<file path="config.mk">
export PLATFORM = sky130hd
export DESIGN_NAME = compress_shift_ctrl_flat
export DESIGN_NICKNAME = d
export VERILOG_FILES = /design/src/rtl/compress_shift_ctrl_pkg.sv /design/src/rtl/compress_shift_ctrl_if.sv /design/src/rtl/compress_shift_ctrl_lzc.sv /design/src/rtl/compress_shift_ctrl.sv /design/src/flat_wrapper.sv
export SDC_FILE = /design/constraint.sdc
export NUM_CORES = 1
export LEC_CHECK = 0
export ABC_AREA = 1
export CAP_MARGIN = 20
export CORE_ASPECT_RATIO = 2
export CORE_MARGIN = 3
export CORE_UTILIZATION = 49
export CTS_CLUSTER_DIAMETER = 120
export DETAILED_ROUTE_END_ITERATION = 10
export PLACE_DENSITY_LB_ADDON = 0.05
export SLEW_MARGIN = 10
export SYNTH_ARGS = -nofsm -noshare
export SYNTH_HDL_FRONTEND = slang
export SYNTH_SLANG_ARGS = --single-unit
</file>
<file path="constraint.sdc">
create_clock -name clk -period 2.3 [get_ports clk]
set_input_delay 0.345 -clock clk [delete_from_list [all_inputs] [get_ports clk]]
set_output_delay 0.345 -clock clk [all_outputs]
set_load 0.02 [all_outputs]
</file>
<file path="src/rtl/compress_shift_ctrl_pkg.sv">
// rtl/compress_shift_ctrl_pkg.sv - shared types and constants for the block-shift controller
package compress_shift_pkg;

    typedef enum logic [1:0] {
        ST_IDLE,
        ST_ACC,
        ST_CALC
    } state_t;

    typedef logic [4:0] shift_t;

    localparam int DEF_MAX_SHIFT = 24;

    function automatic shift_t clip_shift(input int unsigned v, input int unsigned lim);
        return (v > lim) ? shift_t'(lim) : shift_t'(v);
    endfunction

endpackage

</file>
<file path="src/rtl/compress_shift_ctrl_if.sv">
// rtl/compress_shift_ctrl_if.sv - write-side framing, read-side pop and shift result bundle
interface compress_shift_ctrl_if
    import compress_shift_pkg::*;
#(
    parameter int IW = 40
);
    logic                 i_sop;
    logic                 i_eop;
    logic                 i_vld;
    logic signed [IW-1:0] i_din_re;
    logic signed [IW-1:0] i_din_im;
    logic                 i_rd_sop;
    shift_t               o_shift_num;
    logic                 o_shift_vld;
    logic                 o_ovf_err;
    logic                 o_udf_err;
`ifdef COMPRESS_SHIFT_CTRL_FORCE_EN
    logic                 i_force_en;
    shift_t               i_force_shift;

    modport master (output i_sop, i_eop, i_vld, i_din_re, i_din_im, i_rd_sop,
                    i_force_en, i_force_shift,
                    input  o_shift_num, o_shift_vld, o_ovf_err, o_udf_err);
    modport slave  (input  i_sop, i_eop, i_vld, i_din_re, i_din_im, i_rd_sop,
                    i_force_en, i_force_shift,
                    output o_shift_num, o_shift_vld, o_ovf_err, o_udf_err);
`else
    modport master (output i_sop, i_eop, i_vld, i_din_re, i_din_im, i_rd_sop,
                    input  o_shift_num, o_shift_vld, o_ovf_err, o_udf_err);
    modport slave  (input  i_sop, i_eop, i_vld, i_din_re, i_din_im, i_rd_sop,
                    output o_shift_num, o_shift_vld, o_ovf_err, o_udf_err);
`endif
endinterface

</file>
<file path="src/rtl/compress_shift_ctrl_lzc.sv">
// rtl/compress_shift_ctrl_lzc.sv - combinational leading-zero counter, all-zero input gives W
module lzc_count #(
    parameter int W  = 39,
    parameter int CW = $clog2(W + 1)
) (
    input  logic [W-1:0]  d,
    output logic [CW-1:0] cnt
);

    // Ascending scan: the highest set bit is the last one to assign.
    always_comb begin
        cnt = CW'(W);
        for (int i = 0; i < W; i++) begin
            if (d[i]) cnt = CW'(W - 1 - i);
        end
    end

endmodule

</file>
<file path="src/rtl/compress_shift_ctrl.sv">
// rtl/compress_shift_ctrl.sv - per-block magnitude shift finder with 2-deep shift queue; COMPRESS_SHIFT_CTRL_FORCE_EN adds a forced-shift override
module compress_shift_ctrl
    import compress_shift_pkg::*;
#(
    parameter int IW        = 40,
    parameter int OW        = 16,
    parameter int MAX_SHIFT = DEF_MAX_SHIFT
) (
    input logic                 clk,
    input logic                 rst,
    compress_shift_ctrl_if.slave bus
);

    localparam int AW = IW - 1;
    localparam int CW = $clog2(AW + 1);
    localparam int unsigned LIM = (MAX_SHIFT < IW - OW) ? MAX_SHIFT : IW - OW;

    state_t         state_q, state_d;
    logic [AW-1:0]  m_cur, acc_q, acc_d, snap_q;
    logic           close, snap_vld, lz_vld;
    logic [CW-1:0]  lz_cnt;
    shift_t         lz_q;

    // Sign-folded magnitude: the OR of all samples exposes the highest significant bit.
    assign m_cur = (bus.i_din_re[AW-1:0] ^ {AW{bus.i_din_re[IW-1]}})
                 | (bus.i_din_im[AW-1:0] ^ {AW{bus.i_din_im[IW-1]}});

    always_comb begin
        state_d = state_q;
        acc_d   = acc_q;
        close   = 1'b0;
        if (bus.i_vld) begin
            if (bus.i_sop) begin
                acc_d   = m_cur;
                state_d = ST_ACC;
            end else if (state_q == ST_ACC) begin
                acc_d = acc_q | m_cur;
            end
            if (bus.i_eop && (bus.i_sop || state_q == ST_ACC)) begin
                close   = 1'b1;
                state_d = ST_CALC;
            end
        end
        if (state_q == ST_CALC && !close && !(bus.i_vld && bus.i_sop) && lz_vld && !snap_vld)
            state_d = ST_IDLE;
    end

    lzc_count #(.W(AW), .CW(CW)) u_lzc (
        .d   (snap_q),
        .cnt (lz_cnt)
    );

    always_ff @(posedge clk) begin
        if (rst) begin
            state_q  <= ST_IDLE;
            acc_q    <= '0;
            snap_q   <= '0;
            snap_vld <= 1'b0;
            lz_q     <= '0;
            lz_vld   <= 1'b0;
        end else begin
            state_q  <= state_d;
            acc_q    <= acc_d;
            snap_vld <= close;
            if (close) snap_q <= acc_d;
            lz_vld   <= snap_vld;
            if (snap_vld) lz_q <= clip_shift(int'(lz_cnt), LIM);
        end
    end

    shift_t     mem [2];
    logic       wr_ptr, rd_ptr;
    logic [1:0] cnt_q;
    logic       push, pop, empty, full, bypass, do_rd, do_wr, ovf_set, udf_set;
    shift_t     num_q;
    logic       vld_q, ovf_q, udf_q;

    assign push    = lz_vld;
    assign pop     = bus.i_rd_sop;
    assign empty   = (cnt_q == 2'd0);
    assign full    = (cnt_q == 2'd2);
    assign bypass  = pop && empty && push;
    assign do_rd   = pop && !empty;
    assign do_wr   = push && !bypass && (!full || do_rd);
    assign ovf_set = push && full && !do_rd;
    assign udf_set = pop && empty && !push;

    always_ff @(posedge clk) begin
        if (rst) begin
            wr_ptr <= 1'b0;
            rd_ptr <= 1'b0;
            cnt_q  <= 2'd0;
            num_q  <= '0;
            vld_q  <= 1'b0;
            ovf_q  <= 1'b0;
            udf_q  <= 1'b0;
        end else begin
            if (do_wr) begin
                mem[wr_ptr] <= lz_q;
                wr_ptr      <= ~wr_ptr;
            end
            if (do_rd) rd_ptr <= ~rd_ptr;
            cnt_q <= cnt_q + {1'b0, do_wr} - {1'b0, do_rd};
            if (pop) begin
`ifdef COMPRESS_SHIFT_CTRL_FORCE_EN
                if (bus.i_force_en) begin
                    num_q <= clip_shift(int'(bus.i_force_shift), LIM);
                    vld_q <= 1'b1;
                end else
`endif
                if (bypass) begin
                    num_q <= lz_q;
                    vld_q <= 1'b1;
                end else if (do_rd) begin
                    num_q <= mem[rd_ptr];
                    vld_q <= 1'b1;
                end else begin
                    vld_q <= 1'b0;
                end
            end
            if (ovf_set) ovf_q <= 1'b1;
            if (udf_set) udf_q <= 1'b1;
        end
    end

    assign bus.o_shift_num = num_q;
    assign bus.o_shift_vld = vld_q;
    assign bus.o_ovf_err   = ovf_q;
    assign bus.o_udf_err   = udf_q;

endmodule

</file>
<file path="src/flat_wrapper.sv">
// flat-port wrapper written by rule: the top's interface ports become plain ports
module compress_shift_ctrl_flat import compress_shift_pkg::*;
#(
    parameter int IW        = 40,
    parameter int OW        = 16,
    parameter int MAX_SHIFT = DEF_MAX_SHIFT
)
  (clk, rst, bus_i_sop, bus_i_eop, bus_i_vld, bus_i_din_re, bus_i_din_im, bus_i_rd_sop, bus_o_shift_num, bus_o_shift_vld, bus_o_ovf_err, bus_o_udf_err);
  compress_shift_ctrl_if #(.IW(IW)) bus_i ();
  input logic clk;
  input logic rst;
  input wire logic [$bits(bus_i.i_sop)-1:0] bus_i_sop;
  input wire logic [$bits(bus_i.i_eop)-1:0] bus_i_eop;
  input wire logic [$bits(bus_i.i_vld)-1:0] bus_i_vld;
  input wire logic [$bits(bus_i.i_din_re)-1:0] bus_i_din_re;
  input wire logic [$bits(bus_i.i_din_im)-1:0] bus_i_din_im;
  input wire logic [$bits(bus_i.i_rd_sop)-1:0] bus_i_rd_sop;
  output wire logic [$bits(bus_i.o_shift_num)-1:0] bus_o_shift_num;
  output wire logic [$bits(bus_i.o_shift_vld)-1:0] bus_o_shift_vld;
  output wire logic [$bits(bus_i.o_ovf_err)-1:0] bus_o_ovf_err;
  output wire logic [$bits(bus_i.o_udf_err)-1:0] bus_o_udf_err;
  assign bus_i.i_sop = bus_i_sop;
  assign bus_i.i_eop = bus_i_eop;
  assign bus_i.i_vld = bus_i_vld;
  assign bus_i.i_din_re = bus_i_din_re;
  assign bus_i.i_din_im = bus_i_din_im;
  assign bus_i.i_rd_sop = bus_i_rd_sop;
  assign bus_o_shift_num = bus_i.o_shift_num;
  assign bus_o_shift_vld = bus_i.o_shift_vld;
  assign bus_o_ovf_err = bus_i.o_ovf_err;
  assign bus_o_udf_err = bus_i.o_udf_err;
  compress_shift_ctrl #(.IW(IW), .OW(OW), .MAX_SHIFT(MAX_SHIFT)) u_core (.clk(clk), .rst(rst), .bus(bus_i));
endmodule
</file>
### Yosys cells after proc, flatten, opt, wreduce, memory -nomap -nowiden

Memory sizes are Yosys's and may differ from the RTL's. A register that Yosys moved wholly into a read port is not among the register bits.
Index checks and enable logic that the tools add are counted.
W data, S select, Z words.

| word-level totals | value |
|---|---|
| register bits | 99 |
| RAM bits | 10 |
| bits of input ports | 86 |
| output and inout port bits | 8 |
| memories kept | 1 |

| cells by class | value |
|---|---|
| add/subtract/negate cells | 2 |
| order comparisons | 1 |
| equal/unequal tests | 3 |
| multiplexer cells | 56 |
| bitwise gates (word level) | 6 |
| reduce and logical (&&, ||, !) cells | 30 |

Memory list:

| name | words | width | read ports | clocked after Yosys merged registers in | wr ports | line | source |
|---|---|---|---|---|---|---|---|
| u_core.mem | 2 | 5 | 1 | 1 | 1 | compress_shift_ctrl.sv:71 | `shift_t mem [2];` |

Operator list:

| operator | number |
|---|---|
| $mux W6 | 38 |
| $mux W39 | 3 |
| $or A39 B39 Y39 | 2 |
| $xor A39 B39 Y39 | 2 |
| $mux W5 | 3 |
| $logic_and A1 B1 Y1 | 14 |
| $mux W1 | 10 |
| $logic_not A1 Y1 | 8 |
| $gt A6 B5 Y1 const B | 1 |
| $eq A2 B2 Y1 const B | 2 |
| $mux W2 | 2 |
| $reduce_and A2 Y1 | 2 |
| $reduce_bool A2 Y1 | 2 |
| $add A2 B1 Y2 | 1 |
| $eq A2 B1 Y1 const B | 1 |
| $logic_not A2 Y1 | 1 |
| $logic_or A1 B1 Y1 | 2 |
| $not A1 Y1 | 2 |
| $reduce_or A2 Y1 | 1 |
| $sub A2 B1 Y2 | 1 |

### Longest topological paths before layout

Gate-level depths: netlist of run 1.

| logic depth | value |
|---|---|
| word-level depth | 41 |
| gate-level depth with buffers | 43 |

### Cells and area by module

Synthesis of run 1 repeated with hierarchy kept, for this count alone.

| unflattened totals | value |
|---|---|
| cells, all modules | 1062 |
| area, all modules | 6338.6 um2 |

By module, submodules not included:

| module | times used | cells an instance | area each (um2) | sequential area each (um2) |
|---|---|---|---|---|
| compress_shift_ctrl | 1 | 936 | 5783.0 | 2302.2 |
| lzc_count | 1 | 126 | 555.5 | 0.0 |

### Least setup slack after synthesis of run 1

OpenSTA, ideal clock, no wires.

| timing | value |
|---|---|
| kind | flip-flop to flip-flop |
| from | register u_core.snap_q[1] |
| to | register u_core.lz_q[1] |
| arrival | 2162 ps |
| path slack | 8 ps |
| cell stages (with the launch flop) | 44 |
| buffers on the path | 0 |
| period minus slack after synthesis | 2292 ps |
| cell sequence | dfxtp_1 inv_2 nand2_1 nand2_1 nand2_1 nand2_1 nand2_1 nand2_1 nand2_1 nand2_1 nand2_1 nand2_1 nand2_1 nand2_1 nand2_1 nand2_1 nand2_1 nand2_1 [8 not listed] nand2_1 nand2_1 nand2_1 nand2_1 nand2_1 nand2_1 nand2_1 nand2_1 nand2_1 nand2_1 nand2_1 nand2_1 nand2_1 nand2_1 nand2_1 nand2_1 nand2_1 a21oi_2 |

| on the way | value |
|---|---|
| word-level cells in the longest chain between the ends | 40 |

Ends and longest elaborated chain:

| what | line | source |
|---|---|---|
| start, declared | compress_shift_ctrl.sv:19 | `logic [AW-1:0] m_cur, acc_q, acc_d, snap_q;` |
| start signal, assigned | compress_shift_ctrl.sv:57 | `snap_q <= '0;` |
| start signal, assigned | compress_shift_ctrl.sv:65 | `if (close) snap_q <= acc_d;` |
| $mux W6 * (38 in a row) | compress_shift_ctrl_lzc.sv:14 | `if (d[i]) cnt = CW'(W - 1 - i);` |
| $gt A6 B5 Y1 | compress_shift_ctrl_pkg.sv:15 | `return (v > lim) ? shift_t'(lim) : shift_t'(v);` |
| $mux W5 * | compress_shift_ctrl_pkg.sv:15 |  |
| end signal, assigned | compress_shift_ctrl.sv:67 | `if (snap_vld) lz_q <= clip_shift(int'(lz_cnt), LIM);` |
| end, declared | compress_shift_ctrl.sv:22 | `shift_t lz_q;` |

Mark *: on every way between the ends. The rest lies on a longest branch, timed or not.
A chain may end at the register's enable or synchronous reset.

### Worst setup path after layout of run 1

Same ends and word-level chain as after synthesis.

==> results of run 1 <==
cells in the mapped netlist:
master      n
nand2_1   195
dfxtp_1   100
inv_1      99
or2_2      81
nor2_1     80
o211ai_1   43
nand4_1    42
clkbuf_1   40
a22oi_1    38
a21oi_1    22
nand3_1    12
edfxtp_1   10
nor3_1     10
o21ai_0     9
inv_2       5
buf_1       3
nor4_1      3
a211oi_1    2
bufinv_8    2
ha_1        2
o31ai_1     2
xnor2_1     2
a21boi_0    1
a21oi_2     1
a31oi_1     1
clkinv_1    1
o21bai_1    1
o311ai_1    1
o41ai_1     1
xor2_1      1
cells by family after synthesis:
logic type | after synthesis | synth area share (%)
buf+inv | 150 | 10.3
simple gates | 423 | 33.8
xor+xnor | 3 | 0.460
fa+ha+maj | 2 | 0.438
compound gates | 122 | 14.7
flops | 110 | 40.3
area by class of cell:
class	instances	area [sq um]
clock inverter	7	75.1
clock buffer	9	225
timing repair buffer	115	1150
multi-input combinational	550	2840
fill	1072	4150
inverter	107	429
sequential	110	2300
tap	142	178
per-layer routing:
layer  global-route usage (%)  wire length, um
met3                     3.58              428
met5                        0                0
met1                     23.6             5320
met4                     9.83              367
met2                     42.2             7940
flip-flops by register name, indices dropped and copies added, names as in the netlist, named ones only:
name                    cells
u_core.acc_q               39
u_core.snap_q              39
u_core.mem                 10
u_core.bus.o_shift_num      5
u_core.lz_q                 5
u_core.cnt_q                2
u_core.state_q              2
u_core.bus.o_ovf_err        1
u_core.bus.o_shift_vld      1
u_core.bus.o_udf_err        1
u_core.lz_vld               1
u_core.rd_ptr               1
u_core.snap_vld             1
u_core.wr_ptr               1
metrics by stage:
step                util (%)  hold slack [ns]  total power [mW]  std cells
detailed placement      60.5            0.443              3.37       1022
CTS                     63.3            0.409              4.90       1039
floorplan                  -            0.426              2.93        810
global placement        60.5            0.435              3.33       1022
finish                  63.4            0.430              4.86       1040
global route            63.4            0.435              5.16       1040
power by group through the flow:
stage / sequential [mW] / clock (mW) / combinational (mW)
after CTS: 2.17 / 1.57 / 1.17
after detailed placement: 2.21 / 0 / 1.16
final: 2.17 / 1.53 / 1.16
after global placement: 2.21 / 0 / 1.12
after floorplan: 2.22 / 0 / 0.701
after global routing: 2.19 / 1.66 / 1.31
worst max path at each step:
stage                                        from                          end  slack [ns]  cells past startpoint
floorplan           u_core.snap_q[1]$_SDFFE_PP0P_  u_core.lz_q[1]$_SDFFE_PP0P_       0.008                     43
finish              u_core.snap_q[1]$_SDFFE_PP0P_  u_core.lz_q[1]$_SDFFE_PP0P_       -0.32                     43
detailed placement  u_core.snap_q[1]$_SDFFE_PP0P_  u_core.lz_q[1]$_SDFFE_PP0P_       -0.30                     43
global route        u_core.snap_q[1]$_SDFFE_PP0P_  u_core.lz_q[1]$_SDFFE_PP0P_       -0.73                     43
CTS                 u_core.snap_q[1]$_SDFFE_PP0P_  u_core.lz_q[1]$_SDFFE_PP0P_       -0.35                     43
global placement    u_core.snap_q[1]$_SDFFE_PP0P_  u_core.lz_q[1]$_SDFFE_PP0P_       -0.24                     43
repair_timing:
| item | 4_1_cts | 5_1_grt |
|---|---|---|
| endpoints found under the hold margin | 0 | 0 |
| pin swaps | 1 | 1 |
| endpoints found under the setup margin | 4 | 4 |
| gates resized for setup | 3 | 5 |
| setup buffers | 1 | 1 |
==> impl_metrics.tcl, run 1 <==
set metrics [dict create \
    outcome "finished, violations left" \
    violations "negative setup slack" \
    worst_pin_slew_ns 0.538 \
    crit_arrival_ns 2.89 \
    worst_slack_ns -0.324 \
    ys_ff_latch 110 \
    rr_endpoint "u_core.lz_q[1]$_SDFFE_PP0P_" \
    grt-ovfl-total 0 \
    finalHoldViolCount 0 \
    dieArea_sq_um 13100 \
    clk-insertion-delay-late_ns 0.35 \
    routed_wl_um 14100 \
    ys_warn_count 0 \
    grt_util_all_layers_pct 22.7 \
    hp-start "rst" \
    ant_nets 0 \
    cts_tree "built" \
    final_cell_mix "nand2_1 (192), inv_1 (99), dfxtp_1 (98)" \
    htree_levels 3 \
    path_clk_slew_ns 0.07 \
    syn_area_sq_um 5720 \
    irDropWorstVdd_v 0.000448 \
    io_pins 94 \
    synth_top_area_share_pct 35.0 \
    syn_to_final_growth_pct 26.1 \
    fin_area_sq_um 7200 \
    hp-class "input pin to flop" \
    grt_pass1_wl_um 23800 \
    placed_area_sq_um 6870 \
    fin_skew_ns 0.0103 \
    syn_avg_cell_area_sq_um 7.06 \
    crit_top_cell "nand2_1" \
    ys_types 30 \
    post-route-min-period_ns 2.62 \
    coreArea_sq_um 11400 \
    clockPowerShare_pct 31.5 \
    path_class "flop to flop" \
    p_seq_share_pct 44.6 \
    maxSlewHeadroom_pct 63.5 \
    worstSetupStartpointType "flop" \
    ff2ff_path_depth 43 \
    hpwl_um 10700 \
    root_buffer "clkbuf_16" \
    setup_tns_ns -0.821 \
    routed-via-count 5547 \
    p_sw_mw 1.40 \
    via_per_inst 5.33 \
    pre_cts_ws_ns -0.305 \
    cts_buffer_depth 2 \
    drive_gt1_share_pct 15.1 \
    whs_path_depth 2 \
    setup_viol 4 \
    seq_area_frac_synth_pct 40.3 \
    crit_path_end_kind "flop" \
    worstReg2RegStart "u_core.snap_q[1]$_SDFFE_PP0P_" \
    period_share_pct 114 \
    cp.required_ns 2.57 \
    p_leak_nw 3.27 \
    holdPathEnd "u_core.acc_q[29]$_SDFF_PP0_" \
    finalNetCount 981 \
    p_int_mw 3.47 \
    numCtsBuffers 9 \
    start_util_pct 50.3 \
    synth_area_leaders "dfxtp_1 (35%), nand2_1 (13%), or2_2 (8.9%)" \
    grt_pass1_vias 5472 \
    gp_congestion 0.806 \
    die_x_um 82.4 \
    wl_per_cell_um 13.5 \
    worst-path-max-fanout 2 \
    reg2reg_slack_ns -0.32 \
    die_h_um 159 \
    synth_cells 810 \
    cp_slowest_cell "dfxtp_2" \
    drt_first_pass_iters 4 \
    synth_top_cell_by_area "dfxtp_1" \
    grt_max_degree 77 \
    critPathMaxStageDelay_ns 0.33 \
    syn-num-nets 898 \
    final_common_cell "nand2_1" \
    grt_antenna_before_repair 0 \
    drc_errors 0 \
    fmax_mhz 381 \
    cts.sinks 110 \
    slew_violations 0 \
    n_antenna_cell 0 \
    rows 55 \
    io_buffers 93 \
    power_density_nw_per_um2 675 \
    drt_iter0_drc 245 \
    cp_top_family "simple AND/OR/NAND/NOR gates" \
    worst-path-buf-inv 1 \
    postCtsHoldBufs 0 \
    combPwrFrac_pct 23.9 \
    switching_share_pct 28.7 \
    rsz0062_at_grt "true" \
    cap_violations 0 \
]
Note: power is estimated with default switching activity, not from simulation.
==> inputs of run 2 (changes only) <==
- CAP_MARGIN: 20 -> not set
- PLACE_DENSITY: not set -> 0.77
- PLACE_DENSITY_LB_ADDON: 0.05 -> not set
==> impl_metrics.tcl, run 2 (synthesized netlist as in run 1, its figures left out) <==
set metrics [dict create \
    start_util_pct 50.3 \
    critPathMaxStageDelay_ns 0.33 \
    hp-class "input pin to flop" \
    cap_violations 0 \
    reg2reg_slack_ns -0.31 \
    die_x_um 82.4 \
    grt-ovfl-total 0 \
    irDropWorstVdd_v 0.000494 \
    maxSlewHeadroom_pct 66.0 \
    whs_ns 0.422 \
    grt_pass1_wl_um 22900 \
    worst-path-max-fanout 2 \
    grt_max_degree 77 \
    rows 55 \
    period_share_pct 113 \
    power_density_nw_per_um2 670 \
    drive_gt1_share_pct 14.8 \
    dieArea_sq_um 13100 \
    grt_util_all_layers_pct 21.7 \
    ant_nets 0 \
    grt_pass1_vias 5396 \
    ff2ff_path_depth 43 \
    drt_iter0_drc 224 \
    dp_cells 1022 \
    worstSetupStartpointType "flop" \
    rr_endpoint "u_core.lz_q[1]$_SDFFE_PP0P_" \
    cts_setup_buffers 0 \
    final_common_cell "nand2_1" \
    p_leak_nw 3.25 \
    outcome "finished, violations left" \
    cp.required_ns 2.58 \
    worstReg2RegStart "u_core.snap_q[1]$_SDFFE_PP0P_" \
    clk-insertion-delay-late_ns 0.35 \
    fin_skew_ns 0.00649 \
    path_class "flop to flop" \
    cts_buffer_depth 2 \
    syn_to_final_growth_pct 25.5 \
    cts_tree "built" \
    setup_tns_ns -0.769 \
    root_buffer "clkbuf_16" \
    worst_slack_ns -0.309 \
    violations "negative setup slack" \
    total_power_mw 4.81 \
    rsz0062_at_grt "true" \
    slew_violations 0 \
    drt_first_pass_iters 4 \
    fin_util_pct 63.2 \
    routed_wl_um 13400 \
    finalNetCount 979 \
    drc_errors 0 \
    setup_viol 3 \
    numCtsBuffers 9 \
    fmax_mhz 383 \
    io_pins 94 \
    hpwl_um 9940 \
    setup.worst_path.start "u_core.snap_q[1]$_SDFFE_PP0P_" \
    coreArea_sq_um 11400 \
    finalHoldViolCount 0 \
    wl_per_cell_um 12.9 \
    io_buffers 93 \
    cts.sinks 110 \
    htree_levels 3 \
    die_h_um 159 \
    worst_pin_slew_ns 0.502 \
    top_regs "u_core.acc_q (39), u_core.snap_q (39), u_core.mem (10)" \
    final_cell_mix "nand2_1 (191), inv_1 (99), dfxtp_1 (99)" \
    via_per_inst 5.26 \
    n_antenna_cell 0 \
    post-route-min-period_ns 2.61 \
    crit_path_end_kind "flop" \
    endpoint "u_core.lz_q[1]$_SDFFE_PP0P_" \
    crit_arrival_ns 2.89 \
    cp_slowest_cell "dfxtp_2" \
    stdcell_count 1038 \
    grt_antenna_before_repair 0 \
    routed-via-count 5461 \
    crit_top_cell "nand2_1" \
    gp_congestion 0.859 \
    path_clk_slew_ns 0.07 \
]
run 2: area by class of cell:
type,count,area (sq um)
clock buffers,9,225
clock inverters,7,62.6
fillers,1028,4180
inverters,107,429
multi-input cells,550,2840
flip-flops and latches,110,2300
well taps,142,178
repair buffers,113,1140
run 2: worst min-delay path by stage:
stage / startpoint / endpoint / slack [ns] / depth (start not counted)
3_3_place_gp: u_core.rd_ptr$_SDFFE_PP0P_ / flop / 0.43 / 1
2_1_floorplan: u_core.rd_ptr$_SDFFE_PP0P_ / flop / 0.43 / 1
4_1_cts: rst / u_core.acc_q[2]$_SDFF_PP0_ / 0.41 / 2
3_5_place_dp: u_core.rd_ptr$_SDFFE_PP0P_ / flop / 0.44 / 1
6_report: rst / u_core.lz_vld$_SDFF_PP0_ / 0.42 / 2
5_1_grt: rst / u_core.bus.o_ovf_err$_SDFFE_PP0P_ / 0.45 / 2
run 2: routing by layer:
layer  vias to the layer above  GRT usage (%)  routed length [um]
li1                       2817              -                   -
met1                      2496           22.3                5000
met2                       118           41.0                7580
met3                        30           2.78                 419
met4                         0           9.83                 357
met5                         -              0                   0
run 2: through the flow:
| stage | instance area (sq um) | setup WS (ns) |
|---|---|---|
| after floorplan | 5720 | 0.00755 |
| after global placement | 6870 | -0.221 |
| after detailed placement | 6870 | -0.253 |
| after CTS | 7160 | -0.289 |
| after global routing | 7170 | -0.767 |
| final | 7170 | -0.309 |
run 2: worst max-delay path: cells and delay by family, from the launching register on:
family                 cells  cell delay [ns]
flip-flops                 1             0.33
AND/OR/NAND/NOR           41             2.08
AO/OA/AOI/OAI              1             0.10
buffers and inverters      1             0.05
run 2: power breakdown:
part / internal, mW / total, mW / switching, mW
Clock: 0.758 / 1.49 / 0.734
Sequential: 2.08 / 2.17 / 0.0900
Combinational: 0.536 / 1.15 / 0.609
run 2: repair_timing:
action | in CTS | in global routing
gates resized for setup | 2 | 5
endpoints found under the setup margin | 4 | 4
pin swaps | 0 | 3
hold buffers | 0 | 0
